### src/rtl/clk_pkg.sv
// ---------------------------------------------------------------------------
// clk_pkg
//   Shared definitions for the clock/lock supervision slice: the supervisor
//   state encoding, the default cycle constants and the shared counter width.
//   No ports; imported by dcm_lock_supervisor.
// ---------------------------------------------------------------------------
package clk_pkg;

    typedef enum logic [2:0] {
        RST_DCM   = 3'd0,
        WAIT_LOCK = 3'd1,
        SETTLE    = 3'd2,
        RUN       = 3'd3,
        FAULT     = 3'd4
    } dcm_state_t;

    localparam int DEF_RST_CYCLES    = 8;      // DCM needs >= 3 CLKIN cycles of reset
    localparam int DEF_LOCK_TIMEOUT  = 50000;
    localparam int DEF_SETTLE_CYCLES = 1024;
    localparam int DEF_MAX_RETRIES   = 7;
    localparam int CNT_W             = 16;     // must hold the largest cycle constant

endpackage

### src/rtl/sync_2ff.sv
// ---------------------------------------------------------------------------
// sync_2ff
//   Plain two-flop synchroniser for quasi-static level signals crossing into
//   the clk domain. Each bit is synchronised independently, so a multi-bit
//   value is only safe here if the bits are unrelated levels (LOCKED flags,
//   AC97 status bits), not a bus.
// Ports
//   clk   in   1       destination clock
//   din   in   WIDTH   asynchronous inputs
//   dout  out  WIDTH   synchronised outputs, 2 cycles latency
// ---------------------------------------------------------------------------
module sync_2ff #(
    parameter int WIDTH = 1
) (
    input  logic             clk,
    input  logic [WIDTH-1:0] din,
    output logic [WIDTH-1:0] dout
);

    logic [WIDTH-1:0] meta_p0;
    logic [WIDTH-1:0] sync_p1;

    // stage p0: may go metastable; p1: resolved copy
    always_ff @(posedge clk) begin
        meta_p0 <= din;
        sync_p1 <= meta_p0;
    end

    assign dout = sync_p1;

endmodule

### src/rtl/dcm_lock_supervisor.sv
// ---------------------------------------------------------------------------
// dcm_lock_supervisor
//   Drives the shared DCM reset, watches the MAC and HUFF LOCKED flags and
//   holds the decoder in reset until both clocks are locked and settled.
//   Retries on lock timeout, settle glitch or lock loss; gives up into FAULT
//   after MAX_RETRIES extra attempts until CLEAR_FAULT_I.
// Ports
//   MASTER_CLOCK_I   in   1   master clock
//   RESET_I          in   1   synchronous, active-high reset
//   MAC_LOCKED_I     in   1   MAC DCM LOCKED (asynchronous)
//   HUFF_LOCKED_I    in   1   HUFF DCM LOCKED (asynchronous)
//   CLEAR_FAULT_I    in   1   one-cycle pulse, only honoured in FAULT
//   DCM_RESET_O      out  1   reset to both DCMs, active high
//   CLOCK_READY_O    out  1   high only in RUN
//   SYSTEM_RESETN_O  out  1   active-low decoder reset, released only in RUN
//   RETRY_COUNT_O    out  3   attempts used, saturating at 7
//   FAULT_O          out  1   high in FAULT
// ---------------------------------------------------------------------------
module dcm_lock_supervisor
    import clk_pkg::*;
#(
    parameter int RST_CYCLES    = DEF_RST_CYCLES,
    parameter int LOCK_TIMEOUT  = DEF_LOCK_TIMEOUT,
    parameter int SETTLE_CYCLES = DEF_SETTLE_CYCLES,
    parameter int MAX_RETRIES   = DEF_MAX_RETRIES,
    parameter int CNT_W         = clk_pkg::CNT_W
) (
    input  logic       MASTER_CLOCK_I,
    input  logic       RESET_I,
    input  logic       MAC_LOCKED_I,
    input  logic       HUFF_LOCKED_I,
    input  logic       CLEAR_FAULT_I,
    output logic       DCM_RESET_O,
    output logic       CLOCK_READY_O,
    output logic       SYSTEM_RESETN_O,
    output logic [2:0] RETRY_COUNT_O,
    output logic       FAULT_O
);

    // Internal retry count is wider than the port so MAX_RETRIES above 7
    // still counts correctly while the port saturates.
    localparam int RTR_W = 8;

    function automatic logic [2:0] sat_retry(input logic [RTR_W-1:0] r);
        if (r > RTR_W'(7)) begin
            return 3'd7;
        end
        return r[2:0];
    endfunction

    logic [1:0]       locked_sync;
    logic             lock_ok;

    dcm_state_t       state;
    dcm_state_t       state_nxt;
    logic [CNT_W-1:0] cnt;
    logic [CNT_W-1:0] cnt_nxt;
    logic [RTR_W-1:0] retries;
    logic [RTR_W-1:0] retries_nxt;
    logic [RTR_W-1:0] retry_base;
    logic             retry_req;

    logic             dcm_reset_nxt;
    logic             run_nxt;
    logic             fault_nxt;
    logic [2:0]       retry_count_nxt;

    // LOCKED flags into the master clock domain (2 cycles to lock_ok)
    sync_2ff #(
        .WIDTH (2)
    ) u_lock_sync (
        .clk  (MASTER_CLOCK_I),
        .din  ({MAC_LOCKED_I, HUFF_LOCKED_I}),
        .dout (locked_sync)
    );

    assign lock_ok = &locked_sync;

    // State, counter, retry count and registered outputs
    always_ff @(posedge MASTER_CLOCK_I) begin
        if (RESET_I) begin
            state           <= RST_DCM;
            cnt             <= '0;
            retries         <= '0;
            DCM_RESET_O     <= 1'b1;
            CLOCK_READY_O   <= 1'b0;
            SYSTEM_RESETN_O <= 1'b0;
            RETRY_COUNT_O   <= 3'd0;
            FAULT_O         <= 1'b0;
        end else begin
            state           <= state_nxt;
            cnt             <= cnt_nxt;
            retries         <= retries_nxt;
            DCM_RESET_O     <= dcm_reset_nxt;
            CLOCK_READY_O   <= run_nxt;
            SYSTEM_RESETN_O <= run_nxt;
            RETRY_COUNT_O   <= retry_count_nxt;
            FAULT_O         <= fault_nxt;
        end
    end

    // Next state. The counter only runs in the timed states, so it cannot
    // wrap while parked in RUN or FAULT.
    always_comb begin
        state_nxt   = state;
        cnt_nxt     = cnt;
        retries_nxt = retries;
        retry_req   = 1'b0;
        retry_base  = retries;

        case (state)
            RST_DCM: begin
                if (cnt == CNT_W'(RST_CYCLES - 1)) begin
                    state_nxt = WAIT_LOCK;
                end else begin
                    cnt_nxt = cnt + CNT_W'(1);
                end
            end
            WAIT_LOCK: begin
                // lock wins over a coincident timeout
                if (lock_ok) begin
                    state_nxt = SETTLE;
                end else if (cnt == CNT_W'(LOCK_TIMEOUT - 1)) begin
                    retry_req = 1'b1;
                end else begin
                    cnt_nxt = cnt + CNT_W'(1);
                end
            end
            SETTLE: begin
                if (!lock_ok) begin
                    retry_req = 1'b1;
                end else if (cnt == CNT_W'(SETTLE_CYCLES - 1)) begin
                    state_nxt = RUN;
                end else begin
                    cnt_nxt = cnt + CNT_W'(1);
                end
            end
            RUN: begin
                // a loss after a good run starts a fresh retry budget
                if (!lock_ok) begin
                    retry_req  = 1'b1;
                    retry_base = '0;
                end
            end
            FAULT: begin
                if (CLEAR_FAULT_I) begin
                    state_nxt   = RST_DCM;
                    retries_nxt = '0;
                end
            end
            default: begin
                state_nxt = RST_DCM;
            end
        endcase

        if (retry_req) begin
            if (retry_base < RTR_W'(MAX_RETRIES)) begin
                retries_nxt = retry_base + RTR_W'(1);
                state_nxt   = RST_DCM;
            end else begin
                retries_nxt = retry_base;
                state_nxt   = FAULT;
            end
        end

        if (state_nxt != state) begin
            cnt_nxt = '0;
        end
    end

    // Outputs decoded from the next state so they move with the state
    always_comb begin
        dcm_reset_nxt   = (state_nxt == RST_DCM) || (state_nxt == FAULT);
        run_nxt         = (state_nxt == RUN);
        fault_nxt       = (state_nxt == FAULT);
        retry_count_nxt = sat_retry(retries_nxt);
    end

endmodule

### config.mk
export PLATFORM = sky130hd
export DESIGN_NAME = dcm_lock_supervisor
export DESIGN_NICKNAME = d
export VERILOG_FILES = /design/src/rtl/clk_pkg.sv /design/src/rtl/sync_2ff.sv /design/src/rtl/dcm_lock_supervisor.sv
export SDC_FILE = /design/constraint.sdc
export NUM_CORES = 1
export LEC_CHECK = 0
export CAP_MARGIN = 20
export CORE_MARGIN = 4
export CORE_UTILIZATION = 61
export DETAILED_ROUTE_END_ITERATION = 10
export DONT_BUFFER_PORTS = 1
export GPL_TIMING_DRIVEN = 0
export PLACE_DENSITY = 0.77
export SYNTH_ARGS = -nofsm -noshare
export SYNTH_HDL_FRONTEND = slang
export SYNTH_SLANG_ARGS = --single-unit
### constraint.sdc
create_clock -name MASTER_CLOCK_I -period 4.1 [get_ports MASTER_CLOCK_I]
set_input_delay 1.23 -clock MASTER_CLOCK_I [delete_from_list [all_inputs] [get_ports MASTER_CLOCK_I]]
set_output_delay 1.23 -clock MASTER_CLOCK_I [all_outputs]
set_load 0.02 [all_outputs]
==> impl_metrics.sql, run 1 <==
INSERT INTO impl_metrics (metric_group, metric, value, unit) VALUES
('outcome', 'run_status', 'finished, final reports clean', ''),
('setup_path', 'cell_type_of_the_slowest_stage_on_the_worst_timing_path', 'a211o_2', ''),
('power_and_ir_drop', 'static-leakage-power', '0.000729', 'uW'),
('cells_and_area', 'layout_cells_sized_above_1', '0.224', ''),
('placed_design', 'post-place-cells', '260', ''),
('sta', 'min_period_over_period', '0.682', ''),
('grt', 'first_global_vias', '1691', ''),
('clock_tree', 'cts_root_buffer', 'clkbuf_4', ''),
('cells_and_area', 'num_antenna_cells', '0', ''),
('sta', 'setup-tns-final', '0', 'ns'),
('yosys', 'yosys.area.top_type_share', '0.362', ''),
('setup_path', 'timing.critical_path.required', '4.36', 'ns'),
('yosys', 'total_standard_cell_area_after_synthesis', '2040', 'um^2'),
('die', 'design.core.area', '3130', 'um^2'),
('sta', 'fmax', '358', 'MHz'),
('clock_tree', 'cts_tree', 'done', ''),
('power_and_ir_drop', 'max-vdd-ir-drop', '0.236', 'mV'),
('grt', 'grt_pass1_wl', '7760', 'um'),
('sta', 'finalWorstSetupSlack', '1.30', 'ns'),
('detailed_routing', 'drt_first_pass_iters', '4', ''),
('detailed_routing', 'routed_wirelength', '4430', 'um'),
('sta', 'timing.final.crit_period', '2.80', 'ns'),
('yosys', 'syn_nets', '223', ''),
('yosys', 'sequential_to_total_area_share_from_yosys_stat', '0.362', ''),
('cells_and_area', 'area_growth_syn_to_layout', '5.39', '%'),
('cells_and_area', 'nNetsFinal', '230', ''),
('clock_tree', 'cts-resized-gates', '0', ''),
('die', 'die_h', '65.9', 'um'),
('placed_design', 'placedInstanceArea', '2100', 'um^2'),
('placed_design', 'dp_slack', '1.37', 'ns'),
('sta', 'setup_viol_count_final', '0', ''),
('die', 'fp-row-count', '20', ''),
('setup_path', 'cp.arrival', '3.05', 'ns'),
('yosys', 'netlist.top_cell.by_area', 'dfxtp_1', ''),
('clock_tree', 'clock_sink_count', '37', ''),
('die', 'floorplan.die.width', '65.9', 'um'),
('grt', 'gr-usage-all-layers', '0.230', ''),
('yosys', 'post_synth_edffs', '0', ''),
('setup_path', 'critPathCaptureType', 'flip-flop', ''),
('sta', 'finalClockSkew', '0.0136', 'ns'),
('die', 'design.die.area', '4340', 'um^2'),
('die', 'initial_core_util', '0.654', ''),
('yosys', 'ys.flop_type', 'dfxtp_1', ''),
('placed_design', 'gp_routability_congestion', '0.931', ''),
('grt', 'gr-total-overflow', '0', ''),
('job', 'maxCapViolations', '0', ''),
('grt', 'grt_start_max_net_pins', '11', ''),
('setup_path', 'biggest_cell_delay_along_the_critical_path', '0.41', 'ns'),
('yosys', 'top_cells_by_instance_count_after_synthesis', 'dfxtp_1, nand2_1, a211oi_2, nor2_1, nand3_1', ''),
('yosys', 'synthCells', '216', ''),
('yosys', 'yosys.cell_count.top_type', 'dfxtp_1', ''),
('detailed_routing', 'detailedRoute.firstIterationViolations', '158', ''),
('setup_path', 'crit_chain', 'buf_4 -> a21boi_2 -> nand2_1 -> and2_1 -> ha_1 -> a211oi_1 -> nor2_1 -> a211o_2 -> buf_4 -> nor3_2', ''),
('yosys', 'synth.top_cells.by_area', 'dfxtp_1, a211oi_2, or4_1', ''),
('setup_path', 'critPathMaxFanout', '10', ''),
('sta', 'rsz0062_at_grt', 'false', ''),
('grt', 'number_of_antenna_violations_at_the_first_check_in_global_routing', '0', ''),
('placed_design', 'io_buffer_count', '0', ''),
('sta', 'timing.hold.ws', '0.323', 'ns'),
('placed_design', 'place.detailed.hpwl', '3310', 'um'),
('setup_path', 'criticalPathCategory', 'reg2reg', ''),
('cells_and_area', 'layoutNonFillerInstCount', '267', ''),
('hold_path', 'holdCritPathClass', 'reg2reg', ''),
('sta', 'slew_viol_final', '0', ''),
('yosys', 'synth.distinct_cells', '55', ''),
('power_and_ir_drop', 'power.density', '270', 'nW/um^2'),
('clock_tree', 'clk-insertion-delay-late', '0.33', 'ns'),
('yosys', 'postSynth.asyncResetShare', '0', ''),
('detailed_routing', 'vias', '1733', ''),
('sta', 'hold_viol_final', '0', ''),
('clock_tree', 'clk_transition_reported_paths', '0.11', 'ns');
worst paths after layout:
check / slack (ns) / endpoint / depth (start not counted) / start
max: 1.30 / cnt[9]$_SDFFE_PP0P_ / 10 / state[1]$_SDFF_PP0_
min reg2reg: 0.32 / u_lock_sync.dout[0]$_DFF_P_ / 0 / u_lock_sync.meta_p0[0]$_DFF_P_
max reg2reg: 1.30 / cnt[9]$_SDFFE_PP0P_ / 10 / state[1]$_SDFF_PP0_
min: 0.32 / u_lock_sync.dout[0]$_DFF_P_ / 0 / u_lock_sync.meta_p0[0]$_DFF_P_
layer usage:
layer | share of wire | global-route usage | routed length, um
met2 | 0.47 | 0.377 | 2070
met3 | 0.066 | 0.0476 | 291
met4 | 0.0043 | 0.0596 | 19
met1 | 0.46 | 0.307 | 2050
met5 | 0 | 0 | 0
flip-flops by register name (all words and copies together), names as in the netlist:
register,flops
cnt,16
retries,8
RETRY_COUNT_O,3
state,3
u_lock_sync.dout,2
u_lock_sync.meta_p0,2
DCM_RESET_O,1
FAULT_O,1
SYSTEM_RESETN_O,1
report_power, final:
group / internal (uW) / switching [uW]
clock network: 81.0 / 107
logic: 10.9 / 15.5
registers: 364 / 3.91
kinds of logic after synthesis:
kind of cell | synth area share
xor gates and xnor gates | 0.0129
AOI/OAI and AO/OA | 0.243
adders and majority gates | 0.0122
DFF | 0.362
muxes | 0.00551
and+or+nand+nor | 0.308
buffers and inverters | 0.0557
through the flow:
step | util | power, uW
6_report | 0.689 | 582
5_1_grt | 0.689 | 604
4_1_cts | 0.689 | 589
3_5_place_dp | 0.671 | 403
3_3_place_gp | 0.671 | 401
2_1_floorplan | - | 397
layout by cell type (no fill, tap or decap), types with 6 or more instances in the layout:
master    instances
a211oi_2         11
a21oi_1           6
and2_1            6
and3_1            9
dfxtp_1          37
nand2_1          12
nand3_1          10
nand4_1           8
nor2_1           11
nor3_1            6
o21ai_0           7
o31ai_1           7
or3_1             6
or4_1             8
worst max-delay path: cells and delay by family (launching register included):
| family | cells | cell delay, ns |
|---|---|---|
| AND/OR/NAND/NOR | 4 | 0.76 |
| flip-flops | 1 | 0.35 |
| buffers and inverters | 2 | 0.38 |
| adder cells (fa/ha/maj) | 1 | 0.22 |
| AO/OA/AOI/OAI | 3 | 1.02 |
cell type report:
| cell class | count | area (um^2) |
|---|---|---|
| Multi-Input combinational cell | 163 | 1190 |
| Sequential cell | 37 | 741 |
| Buffer | 14 | 106 |
| Clock buffer | 7 | 55.1 |
| Tap cell | 44 | 55.1 |
| Fill cell | 267 | 973 |
| Inverter | 2 | 7.51 |
Power figures use the tool's default switching activity.
==> run 2, diff against run 1 <==
- CORE_UTILIZATION: 61 -> 56
- PLACE_DENSITY: 0.77 -> 0.74
- clock period: 4.1 -> 2.3 ns (I/O delays scaled with it)
==> run 2 against run 1 <==
Against the previous run: worst hold slack better by 0.0051 ns; register-to-register slack got worse by 1.3 ns; sequential cell count stayed put; first-iteration DRC count is 59% higher; die area grew 7.8%; setup slack lost 1.3 ns; sequential share of layout area is 4.8 points lower; critical path type unchanged; critical endpoint is now cnt[12]$_SDFFE_PP0P_; highest routed layer unchanged.
==> impl_metrics.sql, run 2 (synthesized netlist as in run 1, its figures left out) <==
INSERT INTO impl_metrics (metric_group, metric, value, unit) VALUES
('outcome', 'run_status', 'finished, final reports clean', ''),
('cells_and_area', 'layout.cells.most_common', 'dfxtp_1', ''),
('die', 'die_h', '68.4', 'um'),
('cells_and_area', 'fill_cells', '237', ''),
('clock_tree', 'cts_buffer_depth', '2', ''),
('detailed_routing', 'detail_route.wl_per_cell', '18.4', 'um'),
('setup_path', 'worstReg2RegStart', 'cnt[1]$_SDFFE_PP0P_', ''),
('power_and_ir_drop', 'static-leakage-power', '0.000890', 'uW'),
('setup_path', 'crit_chain', 'ha_4 -> or4bb_4 -> nor4_4 -> a32oi_2 -> a2bb2oi_4 -> clkbuf_16 -> a211oi_2', ''),
('clock_tree', 'cts_root_buffer', 'clkbuf_8', ''),
('sta', 'timing.max_slew.rel_slack', '0.641', ''),
('sta', 'finalWorstSetupSlack', '0.0526', 'ns'),
('clock_tree', 'cts_tree', 'done', ''),
('cells_and_area', 'layout_top_registers', 'cnt (16), retries (8)', ''),
('sta', 'worst_pin_slew', '0.532', 'ns'),
('setup_path', 'worst-r2r-setup-slack', '0.05', 'ns'),
('job', 'maxCapViolations', '0', ''),
('setup_path', 'reg2reg_depth', '7', ''),
('hold_path', 'holdCritStartpoint', 'u_lock_sync.meta_p0[1]$_DFF_P_', ''),
('detailed_routing', 'drc', '0', ''),
('setup_path', 'cell_type_of_the_slowest_stage_on_the_worst_timing_path', 'or4bb_4', ''),
('sta', 'fmax', '445', 'MHz'),
('detailed_routing', 'drtAntennaViolNets', '0', ''),
('grt', 'first_global_vias', '1761', ''),
('power_and_ir_drop', 'max-vdd-ir-drop', '0.409', 'mV'),
('hold_path', 'min_to', 'u_lock_sync.dout[1]$_DFF_P_', ''),
('clock_tree', 'clk-insertion-delay-late', '0.29', 'ns'),
('detailed_routing', 'drt_first_pass_iters', '4', ''),
('cells_and_area', 'layout_cells_sized_above_1', '0.374', ''),
('sta', 'timing.final.crit_period', '2.25', 'ns'),
('setup_path', 'critPathCaptureType', 'flip-flop', ''),
('die', 'floorplan.die.width', '68.4', 'um'),
('clock_tree', 'clock_sink_count', '37', ''),
('power_and_ir_drop', 'p_int', '889', 'uW'),
('power_and_ir_drop', 'power.net_switching', '254', 'uW'),
('placed_design', 'dp_slack', '-0.365', 'ns'),
('detailed_routing', 'vias_cell', '6.62', ''),
('power_and_ir_drop', 'seqPwrFrac', '0.577', ''),
('placed_design', 'place.detailed.hpwl', '3250', 'um'),
('clock_tree', 'cts_inserted_buffers', '5', ''),
('placed_design', 'io_buffer_count', '0', ''),
('cells_and_area', 'num_antenna_cells', '0', ''),
('grt', 'gr-total-overflow', '0', ''),
('die', 'design.core.area', '3440', 'um^2'),
('die', 'ioPinCount', '12', ''),
('power_and_ir_drop', 'totalPowerFinal', '1140', 'uW'),
('grt', 'grt_start_max_net_pins', '12', ''),
('cells_and_area', 'nNetsFinal', '249', ''),
('detailed_routing', 'routed_wirelength', '5310', 'um'),
('grt', 'gr-usage-all-layers', '0.232', ''),
('die', 'design.die.area', '4680', 'um^2'),
('setup_path', 'rr_endpoint', 'cnt[12]$_SDFFE_PP0P_', ''),
('setup_path', 'critPathMaxFanout', '5', ''),
('setup_path', 'biggest_cell_delay_along_the_critical_path', '0.50', 'ns'),
('cells_and_area', 'mostFrequentLayoutCells', 'dfxtp_1, buf_4, a211oi_2, nand2_1, nand3_1', ''),
('cells_and_area', 'registers.top_by_ff_count', 'cnt', ''),
('setup_path', 'criticalPathCategory', 'reg2reg', ''),
('hold_path', 'holdCritPathClass', 'reg2reg', ''),
('power_and_ir_drop', 'switching_share', '0.223', ''),
('sta', 'setup_viol_count_final', '0', ''),
('sta', 'slew_viol_final', '0', ''),
('cells_and_area', 'area_growth_syn_to_layout', '23.9', '%'),
('power_and_ir_drop', 'power.density', '452', 'nW/um^2'),
('detailed_routing', 'detailedRoute.firstIterationViolations', '252', ''),
('sta', 'min_period_over_period', '0.977', ''),
('setup_path', 'cp.arrival', '2.41', 'ns'),
('clock_tree', 'clock_tree.htree_level_count', '2', ''),
('setup_path', 'critical_path.startpoint_type', 'flip-flop', ''),
('detailed_routing', 'vias', '1914', ''),
('die', 'initial_core_util', '0.594', ''),
('sta', 'hold_viol_final', '0', ''),
('die', 'fp-row-count', '21', ''),
('sta', 'finalClockSkew', '0.00662', 'ns'),
('setup_path', 'timing.critical_path.required', '2.46', 'ns'),
('hold_path', 'whs_path_depth', '0', ''),
('cells_and_area', 'largest_register_ffs', '16', ''),
('power_and_ir_drop', 'clkPwrFrac', '0.370', ''),
('placed_design', 'gp_routability_congestion', '0.884', ''),
('grt', 'number_of_antenna_violations_at_the_first_check_in_global_routing', '0', ''),
('power_and_ir_drop', 'pwr-share-comb', '0.052', ''),
('clock_tree', 'clk_transition_reported_paths', '0.07', 'ns'),
('clock_tree', 'cts_hold_repair.buffers', '0', ''),
('grt', 'grt_pass1_wl', '8190', 'um');
run 2: cell count changes in the layout (fill, tap and decap cells not counted), sizes merged:
cell and change:
clkinv +2, clkbuf +2, buf +16
run 2: worst max-delay path: cells and delay by family (launching register included):
family	cells	cell delay, ns
buffers and inverters	1	0.21
adders and majority gates	1	0.15
and+or+nand+nor	2	0.91
AOI/OAI and AO/OA	3	0.48
DFF	1	0.37
run 2: through the flow:
stage               setup TNS (ns)  hold WS [ns]  cell area (um^2)   util  instances
global route                -0.246         0.348              2530  0.736        289
floorplan                        0         0.310              2050      -        216
global placement             -3.37         0.312              2110  0.612        262
finish                           0         0.328              2530  0.736        289
CTS                              0         0.329              2290  0.666        277
detailed placement           -4.79         0.312              2110  0.612        262
run 2: final cells by class:
type                    count  area (um^2)  area share
clock inverters             2         10.0     0.00395
repair buffers             19          181      0.0716
inverters                   2         7.51     0.00296
clock buffers               6         72.6      0.0287
plain buffers              14          140      0.0553
flip-flops and latches     37          749       0.296
multi-input cells         163         1310       0.519
well taps                  46         57.6      0.0227
run 2: power groups by stage:
stage | registers (uW) | logic (uW) | clock network [uW]
2_1_floorplan | 669 | 38.2 | 0
3_3_place_gp | 670 | 44.1 | 0
3_5_place_dp | 671 | 46.4 | 0
4_1_cts | 657 | 51.9 | 432
5_1_grt | 662 | 64.9 | 471
6_report | 660 | 60.0 | 423
run 2: how the worst max path moves through the flow:
stage / from / end
2_1_floorplan: state[1]$_SDFF_PP0_ / cnt[13]$_SDFFE_PP0P_
3_3_place_gp: state[1]$_SDFF_PP0_ / cnt[13]$_SDFFE_PP0P_
3_5_place_dp: state[1]$_SDFF_PP0_ / cnt[4]$_SDFFE_PP0P_
4_1_cts: cnt[1]$_SDFFE_PP0P_ / cnt[2]$_SDFFE_PP0P_
5_1_grt: state[1]$_SDFF_PP0_ / RETRY_COUNT_O[1]$_SDFF_PP0_
6_report: cnt[1]$_SDFFE_PP0P_ / cnt[12]$_SDFFE_PP0P_
run 2: what timing repair did:
item / 4_1_cts / 5_1_grt
gates cloned: 0 / 2
gates resized for setup: 12 / 28
setup endpoints to repair: 20 / 21
pin swaps: 4 / 14
hold endpoints to repair: 0 / 0
buffers inserted: 7 / 10
run 2: metal layers:
metal	wire length, um	global-route usage	up-vias
li1	-	-	891
met4	65	0.0844	0
met3	408	0.0460	10
met5	0	0	-
met1	2360	0.328	926
met2	2480	0.343	87
==> run 3, diff against run 2 <==
- CORE_UTILIZATION: 56 -> 35
- PLACE_DENSITY: 0.74 -> unset
- PLACE_DENSITY_LB_ADDON: unset -> 0.3
==> run 3 against run 2 <==
Against the previous run: non-clock buffer count decreased by 4; register-to-register slack barely moved; sequential share of layout area up 0.086 points; highest routed layer unchanged; worst hold slack gained 0.0014 ns; via count down 4.9%; sequential cell count stayed put; fmax rose by 0.60%; core utilization decreased by 29 points; total power rose by 14%.
==> impl_metrics.sql, run 3 (synthesized netlist as in run 1, its figures left out) <==
INSERT INTO impl_metrics (metric_group, metric, value, unit) VALUES
('clock_tree', 'clk_transition_reported_paths', '0.07', 'ns'),
('cells_and_area', 'largest_register_ffs', '16', ''),
('sta', 'hold_viol_final', '0', ''),
('setup_path', 'cp.arrival', '2.40', 'ns'),
('sta', 'setup_viol_count_final', '0', ''),
('die', 'initial_core_util', '0.367', ''),
('cells_and_area', 'nNetsFinal', '245', ''),
('die', 'ioPinCount', '12', ''),
('clock_tree', 'cts_inserted_buffers', '5', ''),
('grt', 'number_of_antenna_violations_at_the_first_check_in_global_routing', '0', ''),
('detailed_routing', 'routed_wirelength', '5100', 'um'),
('cells_and_area', 'num_antenna_cells', '0', ''),
('clock_tree', 'cts_root_buffer', 'clkbuf_8', ''),
('sta', 'min_period_over_period', '0.971', ''),
('power_and_ir_drop', 'static-leakage-power', '0.000870', 'uW'),
('detailed_routing', 'drt_first_pass_iters', '4', ''),
('clock_tree', 'clk-insertion-delay-late', '0.29', 'ns'),
('setup_path', 'timing.critical_path.required', '2.47', 'ns'),
('die', 'design.die.area', '7130', 'um^2'),
('setup_path', 'critPathMaxFanout', '8', ''),
('cells_and_area', 'layout.cells.most_common', 'dfxtp_1', ''),
('setup_path', 'biggest_cell_delay_along_the_critical_path', '0.59', 'ns'),
('placed_design', 'post-place-cells', '288', ''),
('detailed_routing', 'detailedRoute.firstIterationViolations', '85', ''),
('sta', 'timing.final.crit_period', '2.23', 'ns'),
('detailed_routing', 'vias_cell', '5.85', ''),
('cells_and_area', 'registers.top_by_ff_count', 'cnt', ''),
('die', 'design.core.area', '5570', 'um^2'),
('detailed_routing', 'drtAntennaViolNets', '0', ''),
('placed_design', 'io_buffer_count', '0', ''),
('setup_path', 'critical_path.startpoint_type', 'flip-flop', ''),
('grt', 'first_global_vias', '1669', ''),
('cells_and_area', 'mostFrequentLayoutCells', 'dfxtp_1, buf_4, a211oi_2, nand2_1, nand3_1', ''),
('power_and_ir_drop', 'max-vdd-ir-drop', '0.309', 'mV'),
('setup_path', 'critPathCaptureType', 'flip-flop', ''),
('die', 'die_h', '84.4', 'um'),
('clock_tree', 'cts_hold_repair.buffers', '0', ''),
('hold_path', 'holdCritPathClass', 'reg2reg', ''),
('detailed_routing', 'vias', '1820', ''),
('job', 'maxCapViolations', '0', ''),
('die', 'floorplan.die.width', '84.4', 'um'),
('clock_tree', 'cts_tree', 'done', ''),
('power_and_ir_drop', 'power.density', '521', 'nW/um^2'),
('cells_and_area', 'layout_cells_sized_above_1', '0.364', ''),
('outcome', 'run_status', 'finished, final reports clean', ''),
('cells_and_area', 'layout_top_registers', 'cnt (16), retries (8)', ''),
('setup_path', 'crit_chain', 'or3_1 -> or4_4 -> o31ai_4 -> a2bb2oi_4 -> buf_4 -> a211oi_2', ''),
('die', 'fp-row-count', '27', ''),
('grt', 'grt_pass1_wl', '8340', 'um'),
('sta', 'fmax', '448', 'MHz'),
('sta', 'slew_viol_final', '0', ''),
('clock_tree', 'cts_buffer_depth', '2', ''),
('grt', 'gr-total-overflow', '0', ''),
('cells_and_area', 'area_growth_syn_to_layout', '22.9', '%'),
('power_and_ir_drop', 'totalPowerFinal', '1310', 'uW'),
('grt', 'gr-usage-all-layers', '0.143', ''),
('clock_tree', 'clock_tree.htree_level_count', '2', ''),
('setup_path', 'crit_buf_inv', '1', ''),
('detailed_routing', 'drc', '0', ''),
('sta', 'finalClockSkew', '0.00775', 'ns'),
('clock_tree', 'clock_sink_count', '37', ''),
('cells_and_area', 'layoutNonFillerInstCount', '311', ''),
('sta', 'timing.max_slew.rel_slack', '0.603', ''),
('detailed_routing', 'detail_route.wl_per_cell', '16.4', 'um'),
('setup_path', 'cpLargestDelayFamily', 'simple AND/OR/NAND/NOR gates', ''),
('setup_path', 'cell_type_of_the_slowest_stage_on_the_worst_timing_path', 'or4_4', ''),
('placed_design', 'gp_routability_congestion', '0.799', ''),
('grt', 'grt_start_max_net_pins', '13', ''),
('placed_design', 'place.detailed.hpwl', '3270', 'um'),
('sta', 'worst_pin_slew', '0.590', 'ns'),
('setup_path', 'criticalPathCategory', 'reg2reg', '');
## run 3: cell count changes in the layout (fill, tap and decap cells not counted), sizes merged
cell	change
clkbuf	-3
clkinv	-2
buf	-1
bufinv	+1
clkinvlp	+1
## run 3: path summary, 6_finish.rpt
kind	start	end	slack, ns	cells past startpoint
worst max-delay path	cnt[4]$_SDFFE_PP0P_	cnt[0]$_SDFFE_PP0P_	0.07	6
worst min-delay path	u_lock_sync.meta_p0[1]$_DFF_P_	u_lock_sync.dout[1]$_DFF_P_	0.33	0
worst max register to register	cnt[4]$_SDFFE_PP0P_	cnt[0]$_SDFFE_PP0P_	0.07	6
worst min register to register	u_lock_sync.meta_p0[1]$_DFF_P_	u_lock_sync.dout[1]$_DFF_P_	0.33	0
## run 3: per-stage QoR
stage,hold WS [ns],setup WS [ns],instance area (um^2),TNS [ns],utilization
6_report,0.330,0.0659,2510,0,0.451
3_3_place_gp,0.310,-0.407,2140,-5.70,0.384
2_1_floorplan,0.310,0.00777,2050,0,-
3_5_place_dp,0.312,-0.432,2140,-6.13,0.384
4_1_cts,0.332,0.00929,2370,0,0.426
5_1_grt,0.341,-0.0209,2510,-0.144,0.451
## run 3: layer usage
layer,up-vias,share of wire,global-route usage
met5,-,0,0
met4,0,0.014,0.0302
met3,9,0.037,0.0402
met2,37,0.48,0.228
met1,892,0.47,0.193
li1,882,-,-
## run 3: timing repair
item / 4_1_cts / 5_1_grt
setup endpoints to repair: 20 / 22
setup buffers: 9 / 5
pin swaps: 6 / 8
cloned: 0 / 1
resized for setup: 10 / 26
endpoints found under the hold margin: 0 / 0
## run 3: layout make-up
cell class	instances	area [um^2]
Buffer	14	123
Clock buffer	6	82.6
Clock inverter	2	37.5
Fill cell	548	3060
Inverter	2	7.51
Multi-Input combinational cell	163	1310
Sequential cell	37	746
Tap cell	72	90.1
Timing Repair Buffer	15	116
## run 3: power breakdown
group          switching [uW]  leakage [uW]  internal, uW  total, uW
Sequential               7.92      0.000302           649        657
Combinational            31.5      0.000511          26.2       57.7
Clock                     241     0.0000574           353        594
